===== config.mk =====
export PLATFORM = sky130hd
export DESIGN_NAME = control_unit_flat
export DESIGN_NICKNAME = d
export VERILOG_FILES = /design/src/rtl/cpu_ctrl_pkg.sv /design/src/rtl/control_unit_if.sv /design/src/rtl/control_unit_ctrl_decode.sv /design/src/rtl/control_unit.sv /design/src/flat_wrapper.sv
export SDC_FILE = /design/constraint.sdc
export NUM_CORES = 1
export LEC_CHECK = 0
export ABC_AREA = 1
export CORE_ASPECT_RATIO = 1.25
export CORE_MARGIN = 3
export CORE_UTILIZATION = 33
export CTS_CLUSTER_SIZE = 10
export DETAILED_ROUTE_END_ITERATION = 10
export PLACE_DENSITY = 0.86
export SETUP_SLACK_MARGIN = 0.4
export SYNTH_ARGS = -nofsm -noshare
export SYNTH_HDL_FRONTEND = slang
export SYNTH_SLANG_ARGS = --single-unit

===== constraint.sdc =====
create_clock -name clock -period 2.48 [get_ports clock]
set_input_delay 0.496 -clock clock [delete_from_list [all_inputs] [get_ports clock]]
set_output_delay 0.496 -clock clock [all_outputs]
set_load 0.005 [all_outputs]

===== src/rtl/cpu_ctrl_pkg.sv =====
// Shared definitions for the hardwired control unit: opcode and ALU encodings,
// FSM state and instruction-class enumerations.
package cpu_ctrl_pkg;

    localparam int OPCODE_W = 5;
    localparam int ALU_W    = 4;

    localparam logic [OPCODE_W-1:0] OP_LD   = 5'b00000;
    localparam logic [OPCODE_W-1:0] OP_LDI  = 5'b00001;
    localparam logic [OPCODE_W-1:0] OP_ST   = 5'b00010;
    localparam logic [OPCODE_W-1:0] OP_ADD  = 5'b00011;
    localparam logic [OPCODE_W-1:0] OP_SUB  = 5'b00100;
    localparam logic [OPCODE_W-1:0] OP_AND  = 5'b01010;
    localparam logic [OPCODE_W-1:0] OP_OR   = 5'b01011;
    localparam logic [OPCODE_W-1:0] OP_ADDI = 5'b01100;
    localparam logic [OPCODE_W-1:0] OP_ANDI = 5'b01101;
    localparam logic [OPCODE_W-1:0] OP_ORI  = 5'b01110;
    localparam logic [OPCODE_W-1:0] OP_NOP  = 5'b11010;
    localparam logic [OPCODE_W-1:0] OP_HALT = 5'b11011;

    localparam logic [ALU_W-1:0] ALU_ADD = 4'd0;
    localparam logic [ALU_W-1:0] ALU_SUB = 4'd1;
    localparam logic [ALU_W-1:0] ALU_AND = 4'd2;
    localparam logic [ALU_W-1:0] ALU_OR  = 4'd3;

    typedef enum logic [3:0] {
        S_RESET,
        S_T0,
        S_T1,
        S_T2,
        S_T3,
        S_T4,
        S_T5,
        S_T6,
        S_T7,
        S_HALT
    } state_t;

    typedef enum logic [2:0] {
        CLS_LD,
        CLS_LDI,
        CLS_ST,
        CLS_RTYPE,
        CLS_IMM,
        CLS_NOP,
        CLS_HALT,
        CLS_ILLEGAL
    } instr_class_t;

    // Classes whose execute sequence finishes in T5 (register writeback there).
    function automatic logic ends_at_t5(input instr_class_t cls);
        return (cls == CLS_LDI) || (cls == CLS_RTYPE) || (cls == CLS_IMM);
    endfunction

endpackage


===== src/rtl/control_unit_if.sv =====
// Control-unit <-> datapath bundle.
//   master: control unit (drives strobes/alu_op/run/illegal, reads ir/mem_ready)
//   slave : datapath/memory side (drives ir/mem_ready, reads strobes)
interface control_unit_if #(
    parameter int ALU_OPW = 4
);
    logic [31:0]        ir;
    logic               mem_ready;

    logic               PCout, Zlowout, MDRout;
    logic               Rout, BAout, Csignout;
    logic               MARin, PCin, MDRin, IRin, Yin, Zlowin, Rin;
    logic               Gra, Grb, Grc;
    logic               IncPC;
    logic               Read, Write, MD_read;
    logic [ALU_OPW-1:0] alu_op;
    logic               run;
    logic               illegal;

    modport master (
        input  ir, mem_ready,
        output PCout, Zlowout, MDRout, Rout, BAout, Csignout,
               MARin, PCin, MDRin, IRin, Yin, Zlowin, Rin,
               Gra, Grb, Grc, IncPC, Read, Write, MD_read,
               alu_op, run, illegal
    );

    modport slave (
        output ir, mem_ready,
        input  PCout, Zlowout, MDRout, Rout, BAout, Csignout,
               MARin, PCin, MDRin, IRin, Yin, Zlowin, Rin,
               Gra, Grb, Grc, IncPC, Read, Write, MD_read,
               alu_op, run, illegal
    );
endinterface


===== src/rtl/control_unit_ctrl_decode.sv =====
// ctrl_decode: combinational opcode -> instruction class and ALU select.
//   opcode : ir[31:27]
//   cls    : instruction class steering the execute steps
//   alu_op : ALU operation used in T4 (ADD for address/undefined forms)
module ctrl_decode
    import cpu_ctrl_pkg::*;
#(
    parameter int OPW     = OPCODE_W,
    parameter int ALU_OPW = ALU_W
) (
    input  logic [OPW-1:0]     opcode,
    output instr_class_t       cls,
    output logic [ALU_OPW-1:0] alu_op
);

    always_comb begin
        cls    = CLS_ILLEGAL;
        alu_op = ALU_ADD;
        case (opcode)
            OP_LD:   cls = CLS_LD;
            OP_LDI:  cls = CLS_LDI;
            OP_ST:   cls = CLS_ST;
            OP_ADD:  cls = CLS_RTYPE;
            OP_SUB:  begin cls = CLS_RTYPE; alu_op = ALU_SUB; end
            OP_AND:  begin cls = CLS_RTYPE; alu_op = ALU_AND; end
            OP_OR:   begin cls = CLS_RTYPE; alu_op = ALU_OR;  end
            OP_ADDI: cls = CLS_IMM;
            OP_ANDI: begin cls = CLS_IMM; alu_op = ALU_AND; end
            OP_ORI:  begin cls = CLS_IMM; alu_op = ALU_OR;  end
            OP_NOP:  cls = CLS_NOP;
            OP_HALT: cls = CLS_HALT;
            default: cls = CLS_ILLEGAL;
        endcase
    end

endmodule


===== src/rtl/control_unit.sv =====
// control_unit: hardwired Moore sequencer for the single-bus datapath.
//   clock  : rising-edge system clock
//   clear  : synchronous active-high reset to RESET
//   bus    : control_unit_if.master -- ir and mem_ready in; bus drivers,
//            load enables, register selects, memory strobes, alu_op,
//            run and illegal out
// Steps: T0-T2 fetch, T3 decode, T4-T7 execute; T1, ld-T6 and st-T7 stall
// until mem_ready. Operand fields of ir are consumed by the datapath's
// select/encode logic; only the opcode is used here.
module control_unit
    import cpu_ctrl_pkg::*;
#(
    parameter int OPW     = OPCODE_W,
    parameter int ALU_OPW = ALU_W
) (
    input  logic          clock,
    input  logic          clear,
    control_unit_if.master bus
);

    state_t               state, next_state;
    instr_class_t         cls;
    logic [ALU_OPW-1:0]   dec_alu;

    ctrl_decode #(
        .OPW     (OPW),
        .ALU_OPW (ALU_OPW)
    ) u_decode (
        .opcode (bus.ir[31 -: OPW]),
        .cls    (cls),
        .alu_op (dec_alu)
    );

    always_ff @(posedge clock) begin
        if (clear) state <= S_RESET;
        else       state <= next_state;
    end

    always_comb begin
        next_state = state;
        case (state)
            S_RESET: next_state = S_T0;
            S_T0:    next_state = S_T1;
            S_T1:    if (bus.mem_ready) next_state = S_T2;
            S_T2:    next_state = S_T3;
            S_T3: begin
                case (cls)
                    CLS_HALT:             next_state = S_HALT;
                    CLS_NOP, CLS_ILLEGAL: next_state = S_T0;
                    default:              next_state = S_T4;
                endcase
            end
            S_T4:    next_state = S_T5;
            S_T5:    next_state = ends_at_t5(cls) ? S_T0 : S_T6;
            // ld reads memory in T6; st only loads MDR from the register there.
            S_T6: begin
                if (cls != CLS_LD || bus.mem_ready) next_state = S_T7;
            end
            // st writes memory in T7; ld only writes back the register there.
            S_T7: begin
                if (cls != CLS_ST || bus.mem_ready) next_state = S_T0;
            end
            S_HALT:  next_state = S_HALT;
            default: next_state = S_RESET;
        endcase
    end

    always_comb begin
        bus.PCout    = 1'b0;
        bus.Zlowout  = 1'b0;
        bus.MDRout   = 1'b0;
        bus.Rout     = 1'b0;
        bus.BAout    = 1'b0;
        bus.Csignout = 1'b0;
        bus.MARin    = 1'b0;
        bus.PCin     = 1'b0;
        bus.MDRin    = 1'b0;
        bus.IRin     = 1'b0;
        bus.Yin      = 1'b0;
        bus.Zlowin   = 1'b0;
        bus.Rin      = 1'b0;
        bus.Gra      = 1'b0;
        bus.Grb      = 1'b0;
        bus.Grc      = 1'b0;
        bus.IncPC    = 1'b0;
        bus.Read     = 1'b0;
        bus.Write    = 1'b0;
        bus.MD_read  = 1'b0;
        bus.alu_op   = '0;
        bus.illegal  = 1'b0;
        bus.run      = (state != S_RESET) && (state != S_HALT);

        case (state)
            S_T0: begin
                bus.PCout  = 1'b1;
                bus.MARin  = 1'b1;
                bus.IncPC  = 1'b1;
                bus.Zlowin = 1'b1;
            end
            S_T1: begin
                bus.Zlowout = 1'b1;
                bus.PCin    = 1'b1;
                bus.Read    = 1'b1;
                bus.MD_read = 1'b1;
                bus.MDRin   = 1'b1;
            end
            S_T2: begin
                bus.MDRout = 1'b1;
                bus.IRin   = 1'b1;
            end
            S_T3: begin
                case (cls)
                    CLS_LD, CLS_LDI, CLS_ST: begin
                        bus.Grb   = 1'b1;
                        bus.BAout = 1'b1;
                        bus.Yin   = 1'b1;
                    end
                    CLS_RTYPE, CLS_IMM: begin
                        bus.Grb  = 1'b1;
                        bus.Rout = 1'b1;
                        bus.Yin  = 1'b1;
                    end
                    CLS_ILLEGAL: bus.illegal = 1'b1;
                    default: ;
                endcase
            end
            S_T4: begin
                bus.Zlowin = 1'b1;
                bus.alu_op = dec_alu;
                if (cls == CLS_RTYPE) begin
                    bus.Grc  = 1'b1;
                    bus.Rout = 1'b1;
                end else begin
                    bus.Csignout = 1'b1;
                end
            end
            S_T5: begin
                bus.Zlowout = 1'b1;
                if (ends_at_t5(cls)) begin
                    bus.Gra = 1'b1;
                    bus.Rin = 1'b1;
                end else begin
                    bus.MARin = 1'b1;
                end
            end
            S_T6: begin
                bus.MDRin = 1'b1;
                if (cls == CLS_LD) begin
                    bus.Read    = 1'b1;
                    bus.MD_read = 1'b1;
                end else begin
                    bus.Gra  = 1'b1;
                    bus.Rout = 1'b1;
                end
            end
            S_T7: begin
                if (cls == CLS_LD) begin
                    bus.MDRout = 1'b1;
                    bus.Gra    = 1'b1;
                    bus.Rin    = 1'b1;
                end else begin
                    bus.Write = 1'b1;
                end
            end
            default: ;
        endcase
    end

endmodule


===== src/flat_wrapper.sv =====
// flat-port wrapper written by rule: the top's interface ports become plain ports
module control_unit_flat import cpu_ctrl_pkg::*;
#(
    parameter int OPW     = OPCODE_W,
    parameter int ALU_OPW = ALU_W
)
  (clock, clear, bus_ir, bus_mem_ready, bus_PCout, bus_Zlowout, bus_MDRout, bus_Rout, bus_BAout, bus_Csignout, bus_MARin, bus_PCin, bus_MDRin, bus_IRin, bus_Yin, bus_Zlowin, bus_Rin, bus_Gra, bus_Grb, bus_Grc, bus_IncPC, bus_Read, bus_Write, bus_MD_read, bus_alu_op, bus_run, bus_illegal);
  control_unit_if #(.ALU_OPW(ALU_OPW)) bus_i ();
  input  logic clock;
  input  logic clear;
  input wire logic [$bits(bus_i.ir)-1:0] bus_ir;
  input wire logic [$bits(bus_i.mem_ready)-1:0] bus_mem_ready;
  output wire logic [$bits(bus_i.PCout)-1:0] bus_PCout;
  output wire logic [$bits(bus_i.Zlowout)-1:0] bus_Zlowout;
  output wire logic [$bits(bus_i.MDRout)-1:0] bus_MDRout;
  output wire logic [$bits(bus_i.Rout)-1:0] bus_Rout;
  output wire logic [$bits(bus_i.BAout)-1:0] bus_BAout;
  output wire logic [$bits(bus_i.Csignout)-1:0] bus_Csignout;
  output wire logic [$bits(bus_i.MARin)-1:0] bus_MARin;
  output wire logic [$bits(bus_i.PCin)-1:0] bus_PCin;
  output wire logic [$bits(bus_i.MDRin)-1:0] bus_MDRin;
  output wire logic [$bits(bus_i.IRin)-1:0] bus_IRin;
  output wire logic [$bits(bus_i.Yin)-1:0] bus_Yin;
  output wire logic [$bits(bus_i.Zlowin)-1:0] bus_Zlowin;
  output wire logic [$bits(bus_i.Rin)-1:0] bus_Rin;
  output wire logic [$bits(bus_i.Gra)-1:0] bus_Gra;
  output wire logic [$bits(bus_i.Grb)-1:0] bus_Grb;
  output wire logic [$bits(bus_i.Grc)-1:0] bus_Grc;
  output wire logic [$bits(bus_i.IncPC)-1:0] bus_IncPC;
  output wire logic [$bits(bus_i.Read)-1:0] bus_Read;
  output wire logic [$bits(bus_i.Write)-1:0] bus_Write;
  output wire logic [$bits(bus_i.MD_read)-1:0] bus_MD_read;
  output wire logic [$bits(bus_i.alu_op)-1:0] bus_alu_op;
  output wire logic [$bits(bus_i.run)-1:0] bus_run;
  output wire logic [$bits(bus_i.illegal)-1:0] bus_illegal;
  assign bus_i.ir = bus_ir;
  assign bus_i.mem_ready = bus_mem_ready;
  assign bus_PCout = bus_i.PCout;
  assign bus_Zlowout = bus_i.Zlowout;
  assign bus_MDRout = bus_i.MDRout;
  assign bus_Rout = bus_i.Rout;
  assign bus_BAout = bus_i.BAout;
  assign bus_Csignout = bus_i.Csignout;
  assign bus_MARin = bus_i.MARin;
  assign bus_PCin = bus_i.PCin;
  assign bus_MDRin = bus_i.MDRin;
  assign bus_IRin = bus_i.IRin;
  assign bus_Yin = bus_i.Yin;
  assign bus_Zlowin = bus_i.Zlowin;
  assign bus_Rin = bus_i.Rin;
  assign bus_Gra = bus_i.Gra;
  assign bus_Grb = bus_i.Grb;
  assign bus_Grc = bus_i.Grc;
  assign bus_IncPC = bus_i.IncPC;
  assign bus_Read = bus_i.Read;
  assign bus_Write = bus_i.Write;
  assign bus_MD_read = bus_i.MD_read;
  assign bus_alu_op = bus_i.alu_op;
  assign bus_run = bus_i.run;
  assign bus_illegal = bus_i.illegal;
  control_unit #(.OPW(OPW), .ALU_OPW(ALU_OPW)) u_core (.clock(clock), .clear(clear), .bus(bus_i));
endmodule

==> results.md <==
* CP Launch Type: primary input
* Initial Util at a little over a third
* Final Net Count at 236
* I/O Buffers at 31
* Worst slack, placed at -0.360 ns
* Fraction of layout instances using a drive strength above 1 at 57.8%
* Req. time, crit path at 1.98 ns
* RSZ-0062 raised after global routing: yes
* Post-Route WL at roughly 3500 µm
* N_diodes at 0
* Setup CP Type: in2out
* Die Span X at between 40 and 50 µm
* Die Ht at 56.0 µm
* I/O pin cnt at 61
* Area growth syn-to-layout at 125%
* Number of global-route vias before repair at 1083
* Clock skew at between 0.001 and 0.0015 ns
* CP max-delay cell: o211ai_1
* Largest area contributor in the netlist: nand2_1
* Biggest register: u_core.state
* Final HPWL DP at between 1500 and 2000 µm
* Gr ovfl total at 0
* Pwr dens at 257 nW/µm²
* Ranking of synthesized cells by area: nand2_1 (18%), dfxtp_1 (12%), nor2_1 (11%), inv_1 (8.5%), nand3_1 (8.3%)
* Max Cap Violations at 0
* F_max at 472 MHz
* Post-Syn Area at 661 µm²
* Drt wl/cell at 16.1 µm
* GR Util All Layers at 24.0%
* Routed Antenna Nets at 0
* Final hold vios at 0
* Max-slew violations at 0
* Setup tns final at 0 ns
* First-pass GRT wire length at 4710 µm
* CTS Sinks at 4
* Worst min path class: reg2reg
* Final setup viols at 0
* Flip-flop and latch count after synthesis at 4
* Largest net degree at the start of global routing at 8
* Final Core Density at 81.3%
* Clock Root Buffer: clkbuf_4
* Slowest stage delay, CP at 0.18 ns
* Worst Path Arrival at 1.62 ns
* Initial antenna violation count at 0
* Outcome: finished clean
* CP Capture Type: output pin
* Synth Instances at 126
* Most used cell, CP: nor2_4
* Clock Pin Slew Worst Setup and Hold Paths at around 0.03 ns
* Power Total at 0.000382 W
* Number of remaining DRC errors at 0
* Min Tclk post-route at 2.12 ns
* Core area at 1830 µm²
* CTS H-Tree Depth at 1
* Gpl congestion at 0.897
* YS warnings at 0
* Site Rows at 17
* DR iter-0 viols at 46
* Critical Path, Cell by Cell: buf_8, inv_2, nor2_4, nand2_4, nor2_4, nor2_4, inv_4, a21oi_2, buf_4, o211ai_1, buf_2
* Clock buffer depth at 2
* Drt first pass iters at 4
* Leakage at 0.822 nW
* Final setup margin at 0.359 ns
* Number of hold buffers added after cts at 0
* Total CTS buffers at 3
* Max reg flops at 4
* Critical path fanouts, max at 4
* Syn Area/Cell at roughly 5.2 µm²
* Highest ir drop seen on vdd at 0.000349 V
* Die area at roughly 2600 µm²
* TritonCTS clock tree: done
* Biggest regs: u_core.state: 4 flops
* Share of the synthesized area in the top cell type at 18.2%
* Seq/Total Area, Yosys at 12.1%
* Vias per cell at 5.33
* Tcrit/Tclk final at between 80% and 90%
* Distinct cell type count of the synthesized netlist at 23
* Worst-Skew Late Latency at 0.23 ns
* Via Count at around 1200
[Yosys cell counts]
master / count
o21ai_1: 1
a31oi_1: 2
nor4_1: 1
a32oi_1: 1
nor2_1: 20
o21ai_0: 3
nor2_4: 1
conb_1: 1
clkinv_1: 1
inv_2: 10
inv_1: 15
a21oi_1: 3
a21oi_2: 1
nand2_1: 32
nor3_1: 4
nor3_4: 1
buf_4: 5
nand4_2: 1
nand3_2: 2
o211ai_1: 2
nor2_2: 4
dfxtp_1: 4
nand3_1: 11
[cell usage in the layout, fill, tap and decap left out, types with 3 or more instances in the layout]
cell             instances
inv_1                   11
clkbuf_4                 3
nand3_1                  5
nor2_1                  13
nand2_2                  7
nor2_4                   9
nor2_2                   3
inv_2                   11
buf_2                    5
nand2_1                 23
dfxtp_2                  3
buf_6                    3
clkbuf_2                 6
a21oi_1                  3
buf_4                   40
clkdlybuf4s50_1          8
dlygate4sd2_1            5
nand3_2                  6
[critical path: cells and delay by family]
family / cells / cell delay [ns]
and+or+nand+nor: 4 / 0.41
buffers and inverters: 5 / 0.51
AOI/OAI and AO/OA: 2 / 0.22
[area by class of cell]
class | instances | area, µm²
flip-flops and latches | 4 | 83.8
inverters | 26 | 108
multi-input cells | 92 | 631
well taps | 19 | 23.8
fillers | 110 | 343
repair buffers | 74 | 618
clock buffers | 3 | 22.5
[kinds of logic (layout without fill, tap and decap cells)]
logic type / count (synthesis) / count (layout) / share of synthesized area, %
AO/OA/AOI/OAI: 13 / 13 / 12.1
other: 1 / 2 / 0.568
AND/OR/NAND/NOR: 77 / 77 / 54.7
buffers and inverters: 31 / 103 / 20.5
flip-flops: 4 / 4 / 12.1
[what timing repair did]
| item | 4_1_cts | 5_1_grt |
|---|---|---|
| pin swaps | 18 | 19 |
| setup endpoints to repair | 19 | 18 |
| gates resized for setup | 82 | 49 |
| setup buffers | 10 | 10 |
[path summary, 6_finish.rpt]
check                                from                      endpoint  slack [ns]  depth (start not counted)
max reg2reg  u_core.state[2]$_SDFFE_PP0P_  u_core.state[1]$_SDFFE_PP0P_        0.99                          7
max                            bus_ir[28]                      bus_Rout        0.36                         11
min reg2reg  u_core.state[1]$_SDFFE_PP0P_  u_core.state[1]$_SDFFE_PP0P_        0.51                          2
min          u_core.state[1]$_SDFFE_PP0P_  u_core.state[1]$_SDFFE_PP0P_        0.51                          2
[where the power goes]
group,internal (W),switching (W),leakage [nW],total [W]
sequential,0.0000704,0.00000722,0.0338,0.0000776
combinational,0.000112,0.000115,0.774,0.000227
clock,0.0000539,0.0000235,0.0138,0.0000775
[routing by layer]
metal	vias to the layer above	global-route usage, %	share of wire, %
met5	-	0	0
met4	0	8.54	4.6
met3	18	3.88	7.3
met2	76	42.1	50
met1	531	27.3	38
li1	537	-	-
[through the flow]
stage	hold WS (ns)	area, µm²	cells
floorplan	0.473	664	127
global placement	0.497	1150	195
detailed placement	0.496	1150	195
CTS	0.502	1320	208
global route	0.530	1490	218
finish	0.511	1490	218
Power figures use the tool's default switching activity.
